<file path="src/rtl/tpm_startup_sequencer.sv">
// TPM startup/shutdown sequencer: gates commands until Startup, classifies the startup type from NV state.
// Responses are held until rsp_ready; the optional locality check is enabled by STARTUP_LOCALITY_CHECK_EN.
module tpm_startup_sequencer #(
   parameter int unsigned NUM_HIER   = 3,
   parameter int unsigned NV_TIMEOUT = 255,
   parameter logic [7:0]  LOC_MASK   = 8'h1F
) (
   input  logic                clock,
   input  logic                reset_n,
   input  logic                keyStart_n,
   input  logic                cmd_valid,
   output logic                cmd_ready,
   input  logic [31:0]         tpm_cc,
   input  logic [15:0]         cmd_param,
   input  logic [7:0]          locality,
   input  logic [15:0]         nv_orderly,
   input  logic [NUM_HIER-1:0] nv_hier_en,
   output logic                nv_rd_req,
   input  logic                nv_rd_ack,
   output logic                nv_wr_req,
   output logic [15:0]         shutdownSave,
   output logic                rsp_valid,
   input  logic                rsp_ready,
   output logic [31:0]         tpm_rc,
   output logic [2:0]          op_state,
   output logic [2:0]          startup_type,
   output logic [NUM_HIER-1:0] hier_en,
   output logic                fwd_valid
);
   localparam int unsigned CW = $clog2(NV_TIMEOUT + 1);
   localparam logic [CW-1:0] CNT_LAST = CW'(NV_TIMEOUT - 1);

   localparam logic [2:0] S_RESET = 3'd0, S_INIT = 3'd1, S_STARTUP = 3'd2,
                          S_OPER  = 3'd3, S_SHUT = 3'd4, S_FAIL    = 3'd5;
   localparam logic [2:0] T_NONE  = 3'd0, T_RESET = 3'd1, T_RESTART = 3'd2,
                          T_RESUME = 3'd3, T_TYPE = 3'd4;
   localparam logic [31:0] CC_STARTUP = 32'h144, CC_SHUTDOWN = 32'h145;
   localparam logic [31:0] RC_SUCCESS = 32'h0, RC_INITIALIZE = 32'h100, RC_VALUE = 32'h84,
                           RC_FAILURE = 32'h101, RC_LOCALITY = 32'h907;

   logic [2:0]          state_q, state_d, type_q, type_d;
   logic [NUM_HIER-1:0] hier_q, hier_d, nvh_q, nvh_d;
   logic [31:0]         rc_q, rc_d;
   logic [15:0]         save_q, save_d;
   logic                rsp_vld_q, rsp_vld_d, rd_req_q, rd_req_d, wr_req_q, wr_req_d;
   logic                fwd_q, fwd_d, dec_q, dec_d, param_q, param_d, ord_q, ord_d;
   logic [CW-1:0]       cnt_q, cnt_d;
   logic                accept, param_ok, loc_ok;

   assign cmd_ready = ((state_q == S_INIT) || (state_q == S_OPER)) && !rsp_vld_q;
   assign accept    = cmd_valid && cmd_ready;
   assign param_ok  = (cmd_param == 16'h0) || (cmd_param == 16'h1);

`ifdef STARTUP_LOCALITY_CHECK_EN
   assign loc_ok = |(locality & LOC_MASK);
`else
   logic unused_loc;
   assign unused_loc = ^{locality, LOC_MASK};
   assign loc_ok     = 1'b1;
`endif

   always_comb begin
      state_d   = state_q;
      type_d    = type_q;
      hier_d    = hier_q;
      nvh_d     = nvh_q;
      rc_d      = rc_q;
      save_d    = save_q;
      rsp_vld_d = rsp_vld_q && !rsp_ready;
      rd_req_d  = rd_req_q;
      wr_req_d  = 1'b0;
      fwd_d     = 1'b0;
      dec_d     = 1'b0;
      cnt_d     = cnt_q;
      param_d   = param_q;
      ord_d     = ord_q;
      case (state_q)
         S_RESET: if (!keyStart_n) state_d = S_INIT;
         S_INIT: if (accept) begin
            rsp_vld_d = 1'b1;
            if (tpm_cc != CC_STARTUP) rc_d = RC_INITIALIZE;
            else if (!param_ok)       rc_d = RC_VALUE;
            else if (!loc_ok)         rc_d = RC_LOCALITY;
            else begin
               rsp_vld_d = 1'b0;
               state_d   = S_STARTUP;
               rd_req_d  = 1'b1;
               cnt_d     = '0;
               param_d   = cmd_param[0];
            end
         end
         S_STARTUP: begin
            // NV data is captured on ack and classified the following cycle
            if (dec_q) begin
               rsp_vld_d = 1'b1;
               if (!param_q) begin
                  type_d  = ord_q ? T_RESTART : T_RESET;
                  hier_d  = '1;
                  state_d = S_OPER;
                  rc_d    = RC_SUCCESS;
               end else if (ord_q) begin
                  type_d  = T_RESUME;
                  hier_d  = nvh_q;
                  state_d = S_OPER;
                  rc_d    = RC_SUCCESS;
               end else begin
                  type_d  = T_TYPE;
                  state_d = S_INIT;
                  rc_d    = RC_VALUE;
               end
            end else if (rd_req_q) begin
               if (nv_rd_ack) begin
                  rd_req_d = 1'b0;
                  dec_d    = 1'b1;
                  ord_d    = (nv_orderly == 16'h1);
                  nvh_d    = nv_hier_en;
               end else if (cnt_q == CNT_LAST) begin
                  rd_req_d  = 1'b0;
                  state_d   = S_FAIL;
                  rsp_vld_d = 1'b1;
                  rc_d      = RC_FAILURE;
                  hier_d    = '0;
               end else begin
                  cnt_d = cnt_q + 1'b1;
               end
            end
         end
         S_OPER: if (accept) begin
            if (tpm_cc == CC_STARTUP) begin
               rsp_vld_d = 1'b1;
               rc_d      = RC_INITIALIZE;
            end else if (tpm_cc == CC_SHUTDOWN) begin
               rsp_vld_d = 1'b1;
               if (!param_ok)    rc_d = RC_VALUE;
               else if (!loc_ok) rc_d = RC_LOCALITY;
               else begin
                  rc_d     = RC_SUCCESS;
                  wr_req_d = 1'b1;
                  save_d   = cmd_param;
                  state_d  = S_SHUT;
               end
            end else begin
               fwd_d = 1'b1;
            end
         end
         S_FAIL:  hier_d = '0;
         default: ;
      endcase
   end

   always_ff @(posedge clock) begin
      if (!reset_n) begin
         state_q   <= S_RESET;
         type_q    <= T_NONE;
         hier_q    <= '0;
         nvh_q     <= '0;
         rc_q      <= '0;
         save_q    <= '0;
         rsp_vld_q <= 1'b0;
         rd_req_q  <= 1'b0;
         wr_req_q  <= 1'b0;
         fwd_q     <= 1'b0;
         dec_q     <= 1'b0;
         cnt_q     <= '0;
         param_q   <= 1'b0;
         ord_q     <= 1'b0;
      end else begin
         state_q   <= state_d;
         type_q    <= type_d;
         hier_q    <= hier_d;
         nvh_q     <= nvh_d;
         rc_q      <= rc_d;
         save_q    <= save_d;
         rsp_vld_q <= rsp_vld_d;
         rd_req_q  <= rd_req_d;
         wr_req_q  <= wr_req_d;
         fwd_q     <= fwd_d;
         dec_q     <= dec_d;
         cnt_q     <= cnt_d;
         param_q   <= param_d;
         ord_q     <= ord_d;
      end
   end

   assign op_state     = state_q;
   assign startup_type = type_q;
   assign hier_en      = hier_q;
   assign tpm_rc       = rc_q;
   assign shutdownSave = save_q;
   assign rsp_valid    = rsp_vld_q;
   assign nv_rd_req    = rd_req_q;
   assign nv_wr_req    = wr_req_q;
   assign fwd_valid    = fwd_q;
endmodule
</file>
<file path="config.mk">
export PLATFORM = sky130hd
export DESIGN_NAME = tpm_startup_sequencer
export DESIGN_NICKNAME = d
export VERILOG_FILES = /design/src/rtl/tpm_startup_sequencer.sv
export SDC_FILE = /design/constraint.sdc
export NUM_CORES = 1
export LEC_CHECK = 0
export BUFFER_PORTS_ARGS = -buffer_cell sky130_fd_sc_hd__buf_2
export CAP_MARGIN = 10
export CORE_MARGIN = 2
export CORE_UTILIZATION = 30
export DETAILED_ROUTE_END_ITERATION = 7
export PLACE_DENSITY = 0.58
export SETUP_SLACK_MARGIN = 0.05
export SLEW_MARGIN = 15
export SYNTH_ARGS = -nofsm -noshare
export SYNTH_HDL_FRONTEND = slang
export SYNTH_SLANG_ARGS = --single-unit
</file>
<file path="constraint.sdc">
create_clock -name clock -period 5.45 [get_ports clock]
set_input_delay 1.09 -clock clock [delete_from_list [all_inputs] [get_ports clock]]
set_output_delay 1.09 -clock clock [all_outputs]
set_load 0.03 [all_outputs]
</file>
==> out/metrics.yaml <==
fin_crit_sh_pct: 52.2
synthMuxAreaShare_pct: 7.28
end_kind: "register"
hpwl_mm: 4.91
via_per_inst: 4.82
crit_type: "input port to register"
fin_setup_tns_ns: 0
rsz0062_at_grt: "no"
n_fill_cell: 963
post-synth-top-area-fraction_pct: 33.3
fmax_mhz: 352
fin_area_um2: 3320
finalWirelength_mm: 6.29
clockBufferDepth: 2
io_pins: 143
required_ns: 5.66
ys_top_cells_by_count: "46 x dfxtp_1, 31 x buf_4, 19 x mux2i_1"
yosysUniqueCellTypes: 54
ir_drop_mv: 0.0982
via_count: 2418
rows: 35
cts_root_buf: "clkbuf_8"
first_pass_iters: 4
synth_seq_area_share_pct: 33.3
met3_wirelength_um: 482
finalHoldViolCount: 0
finalSetupViolations: 0
antenna_found_initial: 0
port_buffers: 106
postPlaceCellArea_um2: 3230
clkTransAtPathRegs_ns: 0.09
n_antenna_cell: 0
cts_htree_levels: 2
synth_cells: 294
max_cap_violations: 0
routabilityCongestion: 0.782
insertion_delay_ns: 0.30
start_util_pct: 30.4
drtIter0Drc: 100
cts_made_buffers: 5
ys.flop_type: "dfxtp_1"
hold_path.class: "register to register"
fin_nets: 474
grt_util_all_layers_pct: 12.7
yosys_warnings: 0
power_mw: 0.664
synthSimpleGateAreaFrac_pct: 32.5
relSlewSlack_pct: 52.8
synth_edf_count: 0
first_global_vias: 2248
synthTopCellsByArea: "dfxtp_1 33%, buf_4 8.4%, mux2i_1 6.9%"
powerDensity_nw_per_um2: 200
die_x_um: 100
layout-drive-gt1-share_pct: 36.6
synth-xor-area-share_pct: 0
met1_length_mm: 2.88
ant_nets: 0
synth_largest_area_cell: "dfxtp_1"
async_reset_ff_share_pct: 0
worstPathArrival_ns: 3.05
min_period_ns: 2.84
ctsResizeCount: 0
die_y_um: 100
core_area_um2: 9110
dp.cells: 494
post-cts-setup-buffers: 0
cp_max_fo: 15
avgRoutedWirePerCell_um: 12.5
synth_seq_cells: 46
slew_violations: 0
critPathLaunchType: "input port"
die_area_um2: 10000
top_layer: "met4"
p_leak_nw: 1.46
synthAdderAreaFrac_pct: 1.36
status: "completed"
fin_cells: 502
synth_top_family_by_area: "simple AND/OR/NAND/NOR gates"
synth_compound_area_share_pct: 12.7
worst-slew-pin-transition_ns: 0.707
grt_overflow_total: 0
grt_pass1_wl_mm: 10.5
grt_max_degree: 39
cts_sinks: 46
syn_to_final_growth_pct: 20.1
avgSynthCellArea_um2: 9.41
drc: 0
tritoncts: "done"
synth_area_um2: 2770
postCtsHoldBufs: 0
met2_length_mm: 2.90
clock_skew_ns: 0.00710
yosys.cell_count.top_type: "dfxtp_1"
==> path summary, 6_finish.rpt <==
| path | startpoint | end | slack [ns] | cells after the start |
|---|---|---|---|---|
| worst max-delay path | tpm_cc[1] | op_state[1]$_SDFFE_PN0P_ | 2.61 | 6 |
| worst min-delay path | startup_type[0]$_SDFFE_PN0P_ | startup_type[0]$_SDFFE_PN0P_ | 0.46 | 2 |
| worst max register to register | op_state[0]$_SDFFE_PN0P_ | op_state[1]$_SDFFE_PN0P_ | 2.96 | 6 |
| worst min register to register | startup_type[0]$_SDFFE_PN0P_ | startup_type[0]$_SDFFE_PN0P_ | 0.46 | 2 |
==> sequential cells by signal, indices dropped and copies added (netlist names), 3 cells and up <==
| register | cells |
|---|---|
| shutdownSave | 16 |
| cnt_q | 8 |
| hier_en | 3 |
| nvh_q | 3 |
| op_state | 3 |
| startup_type | 3 |
| tpm_rc | 3 |
==> logic make-up after synthesis <==
group,Yosys count
and+or+nand+nor,123
buffers and inverters,54
AOI/OAI and AO/OA,47
DFF,46
muxes,20
adders and majority gates,3
other,1
==> area by class of cell <==
cell class              count  area [um^2]  area share, %
repair buffers            107          538           16.2
flip-flops and latches     46          921           27.7
inverters                   9         33.8           1.02
clock inverters             3         28.8          0.866
multi-input cells         221         1590           48.0
well taps                 111          139           4.18
clock buffers               5         68.8           2.07
==> per-stage QoR <==
stage	utilization (%)	setup WS (ns)	hold slack, ns
after floorplan	-	2.75	0.450
after global placement	35.4	2.29	0.447
after detailed placement	35.4	2.26	0.449
after CTS	36.5	2.58	0.462
after global routing	36.5	2.41	0.490
final	36.5	2.61	0.465
==> critical path, cell delays in order <==
cell and delay, ns:
buf_2 0.11, nor4b_4 0.34, nand4_4 0.20, or4_1 0.84
o211a_1 0.25, a311oi_2 0.22
==> metal layers <==
metal / vias to the layer above / track usage (%)
met5: - / 0
met1: 1087 / 16.9
met2: 110 / 21.1
li1: 1217 / -
met3: 4 / 2.86
met4: 0 / 2.53
==> power by group <==
part | switching (mW) | total [mW] | internal [mW]
clock network | 0.129 | 0.225 | 0.0960
registers | 0.00346 | 0.341 | 0.338
logic | 0.0642 | 0.0975 | 0.0332
total | 0.197 | 0.664 | 0.467
==> layout by cell type, fill, tap and decap left out, types with 4 or more instances in the layout <==
cell       instances
a2111oi_2          4
nor2_1            15
nand2_1           18
and3_1            18
mux2i_1           19
or4_1              4
nand3b_1           8
nor3b_1            4
conb_1            28
dfxtp_1           46
nand3_1           12
buf_2            106
nor4_4             4
nor4_1             6
clkbuf_8           5
nand4_1            5
a21oi_1           12
a31oi_1            4
nor3_1             4
inv_1              8
o21ai_0           10
a211oi_1           4
Note: power is estimated with default switching activity, not from simulation.
